===== src/rtl/nv_nvdla_stub_pkg.sv =====
// Shared definitions for the NVDLA stub unit: CSB payload field positions,
// register word indices, response encodings and the op FSM state type.
package nv_nvdla_stub_pkg;

  localparam int CSB_PD_W    = 63;
  localparam int ADDR_LSB    = 0;
  localparam int ADDR_W      = 22;
  localparam int WDAT_LSB    = 22;
  localparam int WDAT_W      = 32;
  localparam int WRITE_BIT   = 54;
  localparam int NPOSTED_BIT = 55;

  localparam int CSB_RESP_W    = 34;
  localparam int RESP_TYPE_BIT = 33;
  localparam int RESP_ERR_BIT  = 32;

  localparam int REG_OP_ENABLE = 0;
  localparam int REG_OP_DELAY  = 1;
  localparam int REG_RSP_CNT   = 2;

  localparam logic RESP_TYPE_READ  = 1'b0;
  localparam logic RESP_TYPE_WRITE = 1'b1;

  typedef enum logic [0:0] {
    OP_IDLE = 1'b0,
    OP_BUSY = 1'b1
  } op_state_e;

endpackage


===== src/rtl/nv_nvdla_stub_csb_chan.sv =====
// One CSB slave channel of the stub unit: address decode, register bank and
// registered response. Optional NVDLA_STUB_ERR_RESP_EN enables error responses.
module nv_nvdla_stub_csb_chan
  import nv_nvdla_stub_pkg::*;
#(
  parameter int CH_IDX    = 0,
  parameter int REG_DEPTH = 16,
  parameter int CNT_W     = 16
) (
  input  logic                  clk,
  input  logic                  rst_n,
  input  logic                  req_pvld,
  input  logic [CSB_PD_W-1:0]   req_pd,
  input  logic                  busy,
  input  logic [31:0]           rsp_cnt,
  output logic                  resp_valid,
  output logic [CSB_RESP_W-1:0] resp_pd,
  output logic                  op_start,
  output logic [CNT_W-1:0]      op_delay,
  output logic                  cnt_clr
);

  localparam int          AW       = $clog2(REG_DEPTH);
  localparam bit          IS_CORE  = (CH_IDX == 0);
  localparam logic [31:0] DLY_MASK = 32'((64'd1 << CNT_W) - 64'd1);

  logic [ADDR_W-1:0] addr;
  logic [31:0]       wdat;
  logic              is_write;
  logic              nposted;
  logic [AW-1:0]     idx;
  logic              out_of_range;
  logic              cnt_wr_err;
  logic              wr_en;
  logic              hit_en, hit_dly, hit_cnt;
  logic              need_rsp;
  logic [31:0]       rdata;
  logic [31:0]       regs [REG_DEPTH];

  assign addr     = req_pd[ADDR_LSB +: ADDR_W];
  assign wdat     = req_pd[WDAT_LSB +: WDAT_W];
  assign is_write = req_pd[WRITE_BIT];
  assign nposted  = req_pd[NPOSTED_BIT];
  assign idx      = addr[AW-1:0];

`ifdef NVDLA_STUB_ERR_RESP_EN
  assign out_of_range = |addr[ADDR_W-1:AW];
  assign cnt_wr_err   = IS_CORE && is_write && (idx == AW'(REG_RSP_CNT));
`else
  assign out_of_range = 1'b0;
  assign cnt_wr_err   = 1'b0;
`endif

  assign hit_en   = (idx == AW'(REG_OP_ENABLE));
  assign hit_dly  = (idx == AW'(REG_OP_DELAY));
  assign hit_cnt  = (idx == AW'(REG_RSP_CNT));
  assign wr_en    = req_pvld && is_write && !out_of_range;
  assign need_rsp = req_pvld && (!is_write || nposted);

  assign op_start = IS_CORE && wr_en && hit_en && wdat[0];
  assign cnt_clr  = IS_CORE && wr_en && hit_cnt;
  assign op_delay = regs[REG_OP_DELAY][CNT_W-1:0];

  // Channel 0 words 0 and 2 are live views of top-level state, never stored.
  always_ff @(posedge clk or negedge rst_n) begin
    if (!rst_n) begin
      for (int i = 0; i < REG_DEPTH; i++) regs[i] <= '0;
    end else if (wr_en) begin
      if (IS_CORE && hit_dly) regs[idx] <= wdat & DLY_MASK;
      else if (!(IS_CORE && (hit_en || hit_cnt))) regs[idx] <= wdat;
    end
  end

  always_comb begin
    rdata = regs[idx];
    if (IS_CORE && hit_en) rdata = {31'b0, busy};
    else if (IS_CORE && hit_cnt) rdata = rsp_cnt;
    if (out_of_range) rdata = '0;
  end

  always_ff @(posedge clk or negedge rst_n) begin
    if (!rst_n) begin
      resp_valid <= 1'b0;
      resp_pd    <= '0;
    end else begin
      resp_valid <= need_rsp;
      if (need_rsp) begin
        resp_pd <= {is_write ? RESP_TYPE_WRITE : RESP_TYPE_READ,
                    out_of_range || cnt_wr_err,
                    is_write ? 32'd0 : rdata};
      end
    end
  end

  logic unused_bits;
  assign unused_bits = ^{req_pd[CSB_PD_W-1:NPOSTED_BIT+1], addr, busy, rsp_cnt};

endmodule


===== src/rtl/nv_nvdla_stub_unit.sv =====
// Live stand-in for an absent NVDLA sub-unit: per-channel CSB register banks,
// op-done timer interrupt and DMA read-response sink. Option: NVDLA_STUB_ERR_RESP_EN.
module nv_nvdla_stub_unit
  import nv_nvdla_stub_pkg::*;
#(
  parameter int NUM_CSB   = 2,
  parameter int REG_DEPTH = 16,
  parameter int RSP_PD_W  = 257,
  parameter int CNT_W     = 16
) (
  input  logic                           nvdla_core_clk,
  input  logic                           nvdla_core_rstn,
  input  logic [NUM_CSB-1:0]             csb_req_pvld,
  output logic [NUM_CSB-1:0]             csb_req_prdy,
  input  logic [NUM_CSB*CSB_PD_W-1:0]    csb_req_pd,
  output logic [NUM_CSB-1:0]             csb_resp_valid,
  output logic [NUM_CSB*CSB_RESP_W-1:0]  csb_resp_pd,
  input  logic                           dma_rd_rsp_valid,
  output logic                           dma_rd_rsp_ready,
  input  logic [RSP_PD_W-1:0]            dma_rd_rsp_pd,
  output logic                           dma_rd_req_valid,
  output logic                           dma_wr_req_valid,
  output logic [1:0]                     done_intr_pd,
  output op_state_e                      op_state_dbg
);

  // Handshakes: a CSB request transfers on pvld&&prdy (prdy is always 1);
  // responses are single-cycle valid pulses with no back-pressure; a DMA beat
  // transfers on dma_rd_rsp_valid&&dma_rd_rsp_ready (ready is always 1).
  assign csb_req_prdy     = '1;
  assign dma_rd_rsp_ready = 1'b1;
  assign dma_rd_req_valid = 1'b0;
  assign dma_wr_req_valid = 1'b0;

  op_state_e                     state_q, state_d;
  logic [CNT_W-1:0]              cnt_q, cnt_d;
  logic                          group_q, group_d;
  logic [31:0]                   rsp_cnt_q;
  logic                          busy;
  logic [NUM_CSB-1:0]            ch_op_start;
  logic [NUM_CSB-1:0][CNT_W-1:0] ch_op_delay;
  logic [NUM_CSB-1:0]            ch_cnt_clr;

  assign busy         = (state_q == OP_BUSY);
  assign op_state_dbg = state_q;

  for (genvar c = 0; c < NUM_CSB; c++) begin : g_chan
    nv_nvdla_stub_csb_chan #(
      .CH_IDX   (c),
      .REG_DEPTH(REG_DEPTH),
      .CNT_W    (CNT_W)
    ) u_chan (
      .clk       (nvdla_core_clk),
      .rst_n     (nvdla_core_rstn),
      .req_pvld  (csb_req_pvld[c]),
      .req_pd    (csb_req_pd[c*CSB_PD_W +: CSB_PD_W]),
      .busy      (busy),
      .rsp_cnt   (rsp_cnt_q),
      .resp_valid(csb_resp_valid[c]),
      .resp_pd   (csb_resp_pd[c*CSB_RESP_W +: CSB_RESP_W]),
      .op_start  (ch_op_start[c]),
      .op_delay  (ch_op_delay[c]),
      .cnt_clr   (ch_cnt_clr[c])
    );
  end

  always_ff @(posedge nvdla_core_clk or negedge nvdla_core_rstn) begin
    if (!nvdla_core_rstn) begin
      state_q <= OP_IDLE;
      cnt_q   <= '0;
      group_q <= 1'b0;
    end else begin
      state_q <= state_d;
      cnt_q   <= cnt_d;
      group_q <= group_d;
    end
  end

  // Op enable writes while busy are ignored, so a running op is never restarted.
  always_comb begin
    state_d = state_q;
    cnt_d   = cnt_q;
    group_d = group_q;
    case (state_q)
      OP_IDLE: begin
        if (ch_op_start[0]) begin
          state_d = OP_BUSY;
          cnt_d   = ch_op_delay[0];
        end
      end
      OP_BUSY: begin
        if (cnt_q == '0) begin
          state_d = OP_IDLE;
          group_d = ~group_q;
        end else begin
          cnt_d = cnt_q - CNT_W'(1);
        end
      end
      default: state_d = OP_IDLE;
    endcase
  end

  always_comb begin
    done_intr_pd = 2'b00;
    if (state_q == OP_BUSY && cnt_q == '0) done_intr_pd[group_q] = 1'b1;
  end

  // A clearing write wins over a beat arriving in the same cycle.
  always_ff @(posedge nvdla_core_clk or negedge nvdla_core_rstn) begin
    if (!nvdla_core_rstn) begin
      rsp_cnt_q <= '0;
    end else if (ch_cnt_clr[0]) begin
      rsp_cnt_q <= '0;
    end else if (dma_rd_rsp_valid && dma_rd_rsp_ready && rsp_cnt_q != 32'hFFFF_FFFF) begin
      rsp_cnt_q <= rsp_cnt_q + 32'd1;
    end
  end

  logic unused_top;
  assign unused_top = ^{dma_rd_rsp_pd, ch_op_start, ch_op_delay, ch_cnt_clr};

endmodule

===== config.mk =====
export PLATFORM = sky130hd
export DESIGN_NAME = nv_nvdla_stub_unit
export DESIGN_NICKNAME = d
export VERILOG_FILES = /design/src/rtl/nv_nvdla_stub_pkg.sv /design/src/rtl/nv_nvdla_stub_csb_chan.sv /design/src/rtl/nv_nvdla_stub_unit.sv
export SDC_FILE = /design/constraint.sdc
export NUM_CORES = 2
export LEC_CHECK = 0
export ABC_AREA = 0
export BUFFER_PORTS_ARGS = -buffer_cell sky130_fd_sc_hd__buf_2
export CORE_ASPECT_RATIO = 1.2
export CORE_MARGIN = 8
export CORE_UTILIZATION = 28
export CTS_CLUSTER_SIZE = 10
export DETAILED_ROUTE_END_ITERATION = 12
export GPL_ROUTABILITY_DRIVEN = 0
export HOLD_SLACK_MARGIN = 0.15
export PLACE_DENSITY = 0.55
export SYNTH_ARGS = -nofsm -noshare
export SYNTH_HDL_FRONTEND = slang
export SYNTH_SLANG_ARGS = --single-unit

===== constraint.sdc =====
create_clock -name nvdla_core_clk -period 2 [get_ports nvdla_core_clk]
set_input_delay 0.3 -clock nvdla_core_clk [delete_from_list [all_inputs] [get_ports nvdla_core_clk]]
set_output_delay 0.3 -clock nvdla_core_clk [all_outputs]
set_load 0.02 [all_outputs]

==> Word level (Yosys, flattened, before mapping) <==
Cells that the tools add are included.
{ "totals": {"register_bits": 1142, "output_inout_bits": 78} }
{ "classes": {"addsub": 2, "n_lt_le_gt_ge": 6, "n_eq_ne": 6, "n_mux": 32, "n_bitwise": 4, "reduce_logical": 23} }
{ "op_table": {"columns": ["operator", "n"], "rows": [
  ["bitwise mux 512 bit", 3],
  ["two-way mux 512 bit", 2],
  ["two-way mux 32 bit", 12],
  ["binary-select mux 32 bit (select 4 bit)", 2],
  ["demux 32 bit (select 4 bit)", 2],
  ["adder 32 x 1 -> 32 bit, second input constant", 1],
  ["two-way mux 16 bit", 2],
  ["inequality test 32 bit, second input constant", 1],
  ["case mux 16 bit (2 select lines)", 1],
  ["logical NOT 16 bit", 1],
  ["subtractor 16 x 1 -> 16 bit, second input constant", 1],
  ["logical AND 1 bit", 12],
  [">= comparator 5 bit, second input constant", 2],
  ["less-than comparator 5 x 1 -> 1 bit, second input constant", 2],
  ["inverter 4 -> 5 bit", 2],
  ["AND reduction 2 bit", 3],
  ["two-way mux 1 bit", 5],
  ["equality test 4 x 1 -> 1 bit, second input constant", 1],
  ["equality test 4 x 2 -> 1 bit, second input constant", 1],
  ["logical NOT 4 bit", 1],
  ["inequality test 2 x 1 -> 1 bit, second input constant", 2],
  ["logical OR 1 bit", 3],
  ["logical NOT 1 bit", 2],
  ["less-than comparator 1 x 2 -> 1 bit, second input constant", 1],
  ["7 further kinds", 8]
]} }

==> Logic depth before layout (Yosys ltp) <==
{ "depth": {"depth_word": 8, "mapped_depth": 9, "mapped_depth_nobuf": 7} }

==> By module <==
Synthesis repeated with hierarchy kept, for this count alone.
{ "unflattened": {"hier_cells": 3841, "area_unflattened_um2": 50643.6} }
{ "modules_own_cells": {"columns": ["module", "instances", "cells_per_inst", "area_each_um2", "seq_area_each_um2"], "rows": [
  ["nv_nvdla_stub_csb_chan at g_chan[1].u_chan", 1, 1568, 24290.8, 13663.1],
  ["nv_nvdla_stub_csb_chan at g_chan[0].u_chan", 1, 1946, 23367.4, 12862.3],
  ["nv_nvdla_stub_unit", 1, 327, 2985.4, 1251.2]
]} }

==> Worst setup path before layout <==
No wires, ideal clock.
{ "synth_path": {"path_type": "register to register", "from": "reg cnt_q[0]", "to": "reg cnt_q[10]", "arrival_ps": 2004, "path_slack_ps": -127, "path_stages_with_launch": 9, "n_path_buf": 2, "period_less_slack_ps": 2127, "cell_sequence": "dfrtp_1 > inv_1 > ha_1 > or3b_1 > clkbuf_1 > nor4_2 > a21oi_2 > buf_2 > o221a_1"} }
{ "synth_between": {"elab_chain_len": 3, "word_cells_on_any_way": 6} }
{ "synth_rtl": {"columns": ["element", "line_no", "rtl"], "rows": [
  ["start: declaration", "nv_nvdla_stub_unit.sv:36", "logic [CNT_W-1:0] cnt_q, cnt_d;"],
  ["start signal: assignment", "nv_nvdla_stub_unit.sv:74", "cnt_q <= cnt_d;"],
  ["subtractor 16 x 1 -> 16 bit or logical NOT 16 bit (tied branches)", "nv_nvdla_stub_unit.sv:96, nv_nvdla_stub_unit.sv:92", null],
  ["two-way mux 16 bit or inequality test 2 bit (tied branches)", null, null],
  ["case mux 16 bit (2 select lines) or AND reduction 2 bit (tied branches)", null, null]
]} }
Several ways; a longest one is shown, not always the timed one. The select of a mux whose other input is x is not followed.
A chain may end at the register's enable or synchronous reset.

==> Final worst setup path <==
{ "layout_path": {"from": "reg cnt_q[6]", "to": "out done_intr_pd[1]"} }
{ "layout_between": {"elab_chain_len": 3} }
{ "layout_rtl": {"columns": ["element", "line_no", "rtl"], "rows": [
  ["logical NOT 16 bit", "nv_nvdla_stub_unit.sv:105", "if (state_q == OP_BUSY && cnt_q == '0) done_intr_pd[group_q] = 1'b1;"],
  ["logical AND 1 bit", "nv_nvdla_stub_unit.sv:105", null],
  ["two-way mux 2 bit", "nv_nvdla_stub_unit.sv:105", null],
  ["end: declaration", "nv_nvdla_stub_unit.sv:23", "output logic [1:0] done_intr_pd,"]
]} }
No other way between the ends.

==> impl_metrics.csv <==
group,metric,value,unit
logic_synthesis,synth-simple-area-share,0.0481,
timing,tightest_slew,0.824,ns
cts,cts_sinks,1109,
cells_and_area,drive_gt1_frac,0.444,
routing,drt-initial-drc-count,1495,
logic_synthesis,synth-adder-area-share,0.000506,
global_routing,grt_use_total,0.142,
logic_synthesis,yosys-top-cells-area,"dfrtp_1 56%, mux2_2 17%, mux4_2 12%",
routing,wire_per_inst,21.9,um
timing,setup_tns,-12.61,ns
die,die_area,0.191,mm^2
routing,wl,136000,um
timing,relSlewSlack,0.448,
cells_and_area,final_cells,6195,
global_routing,grt_pass1_wl,209000,um
cts,htreeDepth,4,
die,chipWidth,400,um
setup_path,cp-endpoint,"done_intr_pd[1]",
placed_design,io_buffer_count,151,
setup_path,crit_type,"reg -> out",
logic_synthesis,synth_ff_type,"dfrtp_1",
die,core,0.176,mm^2
logic_synthesis,synthDistinctLibCells,67,
placed_design,dp_hpwl,86700,um
cts,cts_root_buf,"clkbuf_16",
setup_path,cp_slowest_cell,"or4_4",
logic_synthesis,netlist_instances,3449,
timing,hold_violations,0,
logic_synthesis,synth_seq_cells,1109,
setup_path,cp-startpoint,"cnt_q[6]",
power,p_seq_frac,0.471,
power,p_sw,15800,uW
setup_path,r2r_cells,13,
cells_and_area,regArea,0.0278,mm^2
routing,routed-via-count,30300,
logic_synthesis,yosysSeqAreaShare,0.561,
logic_synthesis,synth_edf_count,0,
setup_path,max_stage_delay,0.45,ns
setup_path,reg2reg_setup_slack,-0.75,ns
logic_synthesis,muxShareOfSynthArea,0.318,
flow_run,maxCapViolCount,0,
cells_and_area,layout.nets,4219,
outcome,status,"finished, violations left",
logic_synthesis,yosysTopAreaCellShare,0.561,
cells_and_area,nFillCells,17100,
timing,skew,0.0229,ns
cts,cts_tree,"built",
timing,max_freq,358,MHz
cts,clk_path_buf_depth,3,
outcome,violations,"setup timing",
routing,drcViolationCount,0,
power,p_int,45200,uW
cts,clkLatencyLatePin,0.75,ns
setup_path,startpoint_type,"flop",
cts,path_clk_slew,0.05,ns
die,num_rows,169,
setup_path,arrival,2.49,ns
setup_path,regToRegEndpoint,"cnt_q[2]",
cells_and_area,area_growth,22.3,%
global_routing,grt_max_degree,74,
power,peakVddDrop,798,uV
logic_synthesis,synth_top_cells_by_count,"1109 x dfrtp_1, 748 x mux2_2, 294 x nand2_1, 255 x mux4_2, 185 x clkbuf_1",
timing,finalSetupViolCount,19,
die,io_pins,466,
timing,hold_slack,0.239,ns
die,start_util,0.281,
setup_path,r2r-start,"cnt_q[6]",
routing,ant_nets,0,
cells_and_area,multi_input_area,0.0206,mm^2
timing,rsz0062_at_grt,"true",
logic_synthesis,synth_top_family_by_area,"multiplexers",
logic_synthesis,synthXorXnorAreaFrac,0.00301,
logic_synthesis,synth_area,0.0495,mm^2
logic_synthesis,ys_warn_count,0,
logic_synthesis,synth_compound_area_frac,0.0404,
cts,numCtsBuffers,133,
timing,post-route-period-util,1.40,
logic_synthesis,synth_top_cell_by_area,"dfrtp_1",
setup_path,cp-end-kind,"primary output",
global_routing,antenna_found_initial,19,
logic_synthesis,synth.avg_cell_area,14.3,um^2
timing,fin_crit,2.79,ns
timing,fin_ws,-0.790,ns
power,clock_power_share,0.357,
die,die_h,477,um
power,p_leak,0.0269,uW
global_routing,grt_pass1_vias,32600,
setup_path,crit_path_cell_trace,"or3_4 > or4_4 > nor3_4 > nand2_2 > nor2_1 > buf_4",
logic_synthesis,synthArstFlopShare,1.00,
power,p_total,61000,uW
setup_path,worstPathMaxFanout,3,
power,comb_power_share,0.172,
power,p_per_area,1010,mW/mm^2
routing,via_per_inst,4.88,
placed_design,place_inst,5912,
hold_path,min_path_type,"in -> reg",
logic_synthesis,synth.most_common_cell,"dfrtp_1",
routing,dr.pass1.iters,5,
global_routing,grt-ovfl-total,0,
setup_path,crit_required,1.70,ns
power,p_sw_frac,0.259,
timing,drv_slew,0,
==> timing repair <==
item	CTS	global route
gates cloned	0	1
endpoints found under the setup margin	24	42
hold buffers	77	0
resized for setup	26	20
pin swaps	4	10
setup buffers	8	5
endpoints found under the hold margin	1781	0
==> power by group through the flow <==
stage	clock network, uW	registers (uW)	logic [uW]
2_1_floorplan	0	28700	6720
3_3_place_gp	0	28900	9940
3_5_place_dp	0	29100	10200
4_1_cts	22500	28700	10500
5_1_grt	23300	29300	11400
6_report	21800	28800	10500
==> final cells by class <==
cell class,count,area share
sequential,1109,0.458
tap,2308,0.0477
multi-input combinational,2012,0.341
inverter,17,0.00105
clock inverter,15,0.00283
timing repair buffer,556,0.0889
antenna,16,0.000661
clock buffer,162,0.0593
==> logic make-up (layout without fill, tap and decap cells) <==
group,after synthesis,after routing
mux,1152,1152
fa+ha+maj,2,2
buf+inv,334,750
other cells,2,23
flops,1109,1109
compound gates,329,330
xor+xnor,17,17
simple gates,504,504
==> worst min-delay path by stage <==
stage	start	end	slack (ns)	depth (start not counted)
2_1_floorplan	nvdla_core_rstn	asynchronous set/reset pin	0.004	0
3_3_place_gp	nvdla_core_rstn	g_chan[0].u_chan.regs[58]	0.29	1
3_5_place_dp	nvdla_core_rstn	g_chan[0].u_chan.regs[58]	0.28	1
4_1_cts	csb_req_pd[66]	g_chan[1].u_chan.resp_pd[0]	0.17	4
5_1_grt	csb_req_pd[63]	g_chan[1].u_chan.regs[356]	0.23	4
6_report	csb_req_pd[66]	g_chan[1].u_chan.resp_pd[0]	0.24	4
==> metrics by stage <==
stage	worst slack, ns	area, um^2	utilization
6_report	-0.790	60500	0.344
5_1_grt	-0.912	60500	0.343
4_1_cts	-0.945	60300	0.343
3_5_place_dp	-0.355	55600	0.316
3_3_place_gp	-0.372	55600	0.316
2_1_floorplan	-0.0619	49500	-
==> metal layers <==
layer  global-route usage  wire length [um]  vias to the layer above
li1                     -                 -                    13400
met4               0.0437              3780                        6
met5                    0                41                        -
met1                0.184             58800                    16000
met2                0.241             67400                      622
met3               0.0270              5960                      220
==> worst max-delay path, delay by kind of cell (launching register included) <==
kind          cells  cell delay, ns
buf+inv           1            0.15
simple gates      5            1.21
flops             1            0.38
==> cells in the final DEF (no fill, tap or decap), types with 5 or more instances in the layout <==
cell | synthesis | final
nand2_1 | 294 | 287
dfrtp_1 | 1109 | 1109
and3_1 | 7 | 7
o221a_1 | 5 | 5
nand2_2 | 0 | 7
nor2_4 | 0 | 11
xnor2_1 | 12 | 11
buf_6 | 2 | 16
buf_2 | 94 | 142
xor2_1 | 5 | 5
mux2_2 | 748 | 748
diode_2 | 0 | 16
buf_12 | 0 | 103
a21oi_1 | 56 | 55
inv_6 | 0 | 6
nand3_1 | 18 | 16
nand4_1 | 15 | 15
clkbuf_8 | 0 | 9
nor2_1 | 38 | 25
nor3_1 | 38 | 34
inv_1 | 17 | 17
clkbuf_16 | 0 | 136
or4_1 | 9 | 6
mux2i_1 | 99 | 99
o221ai_1 | 33 | 33
mux4_2 | 255 | 255
o211ai_1 | 31 | 31
dlygate4sd3_1 | 0 | 76
o21ai_0 | 167 | 167
clkbuf_1 | 185 | 17
or3_1 | 25 | 21
o21ai_1 | 8 | 6
buf_4 | 19 | 216
nor2b_1 | 21 | 19
mux2_1 | 50 | 50
conb_1 | 2 | 7
Note: power is estimated with default switching activity, not from simulation.
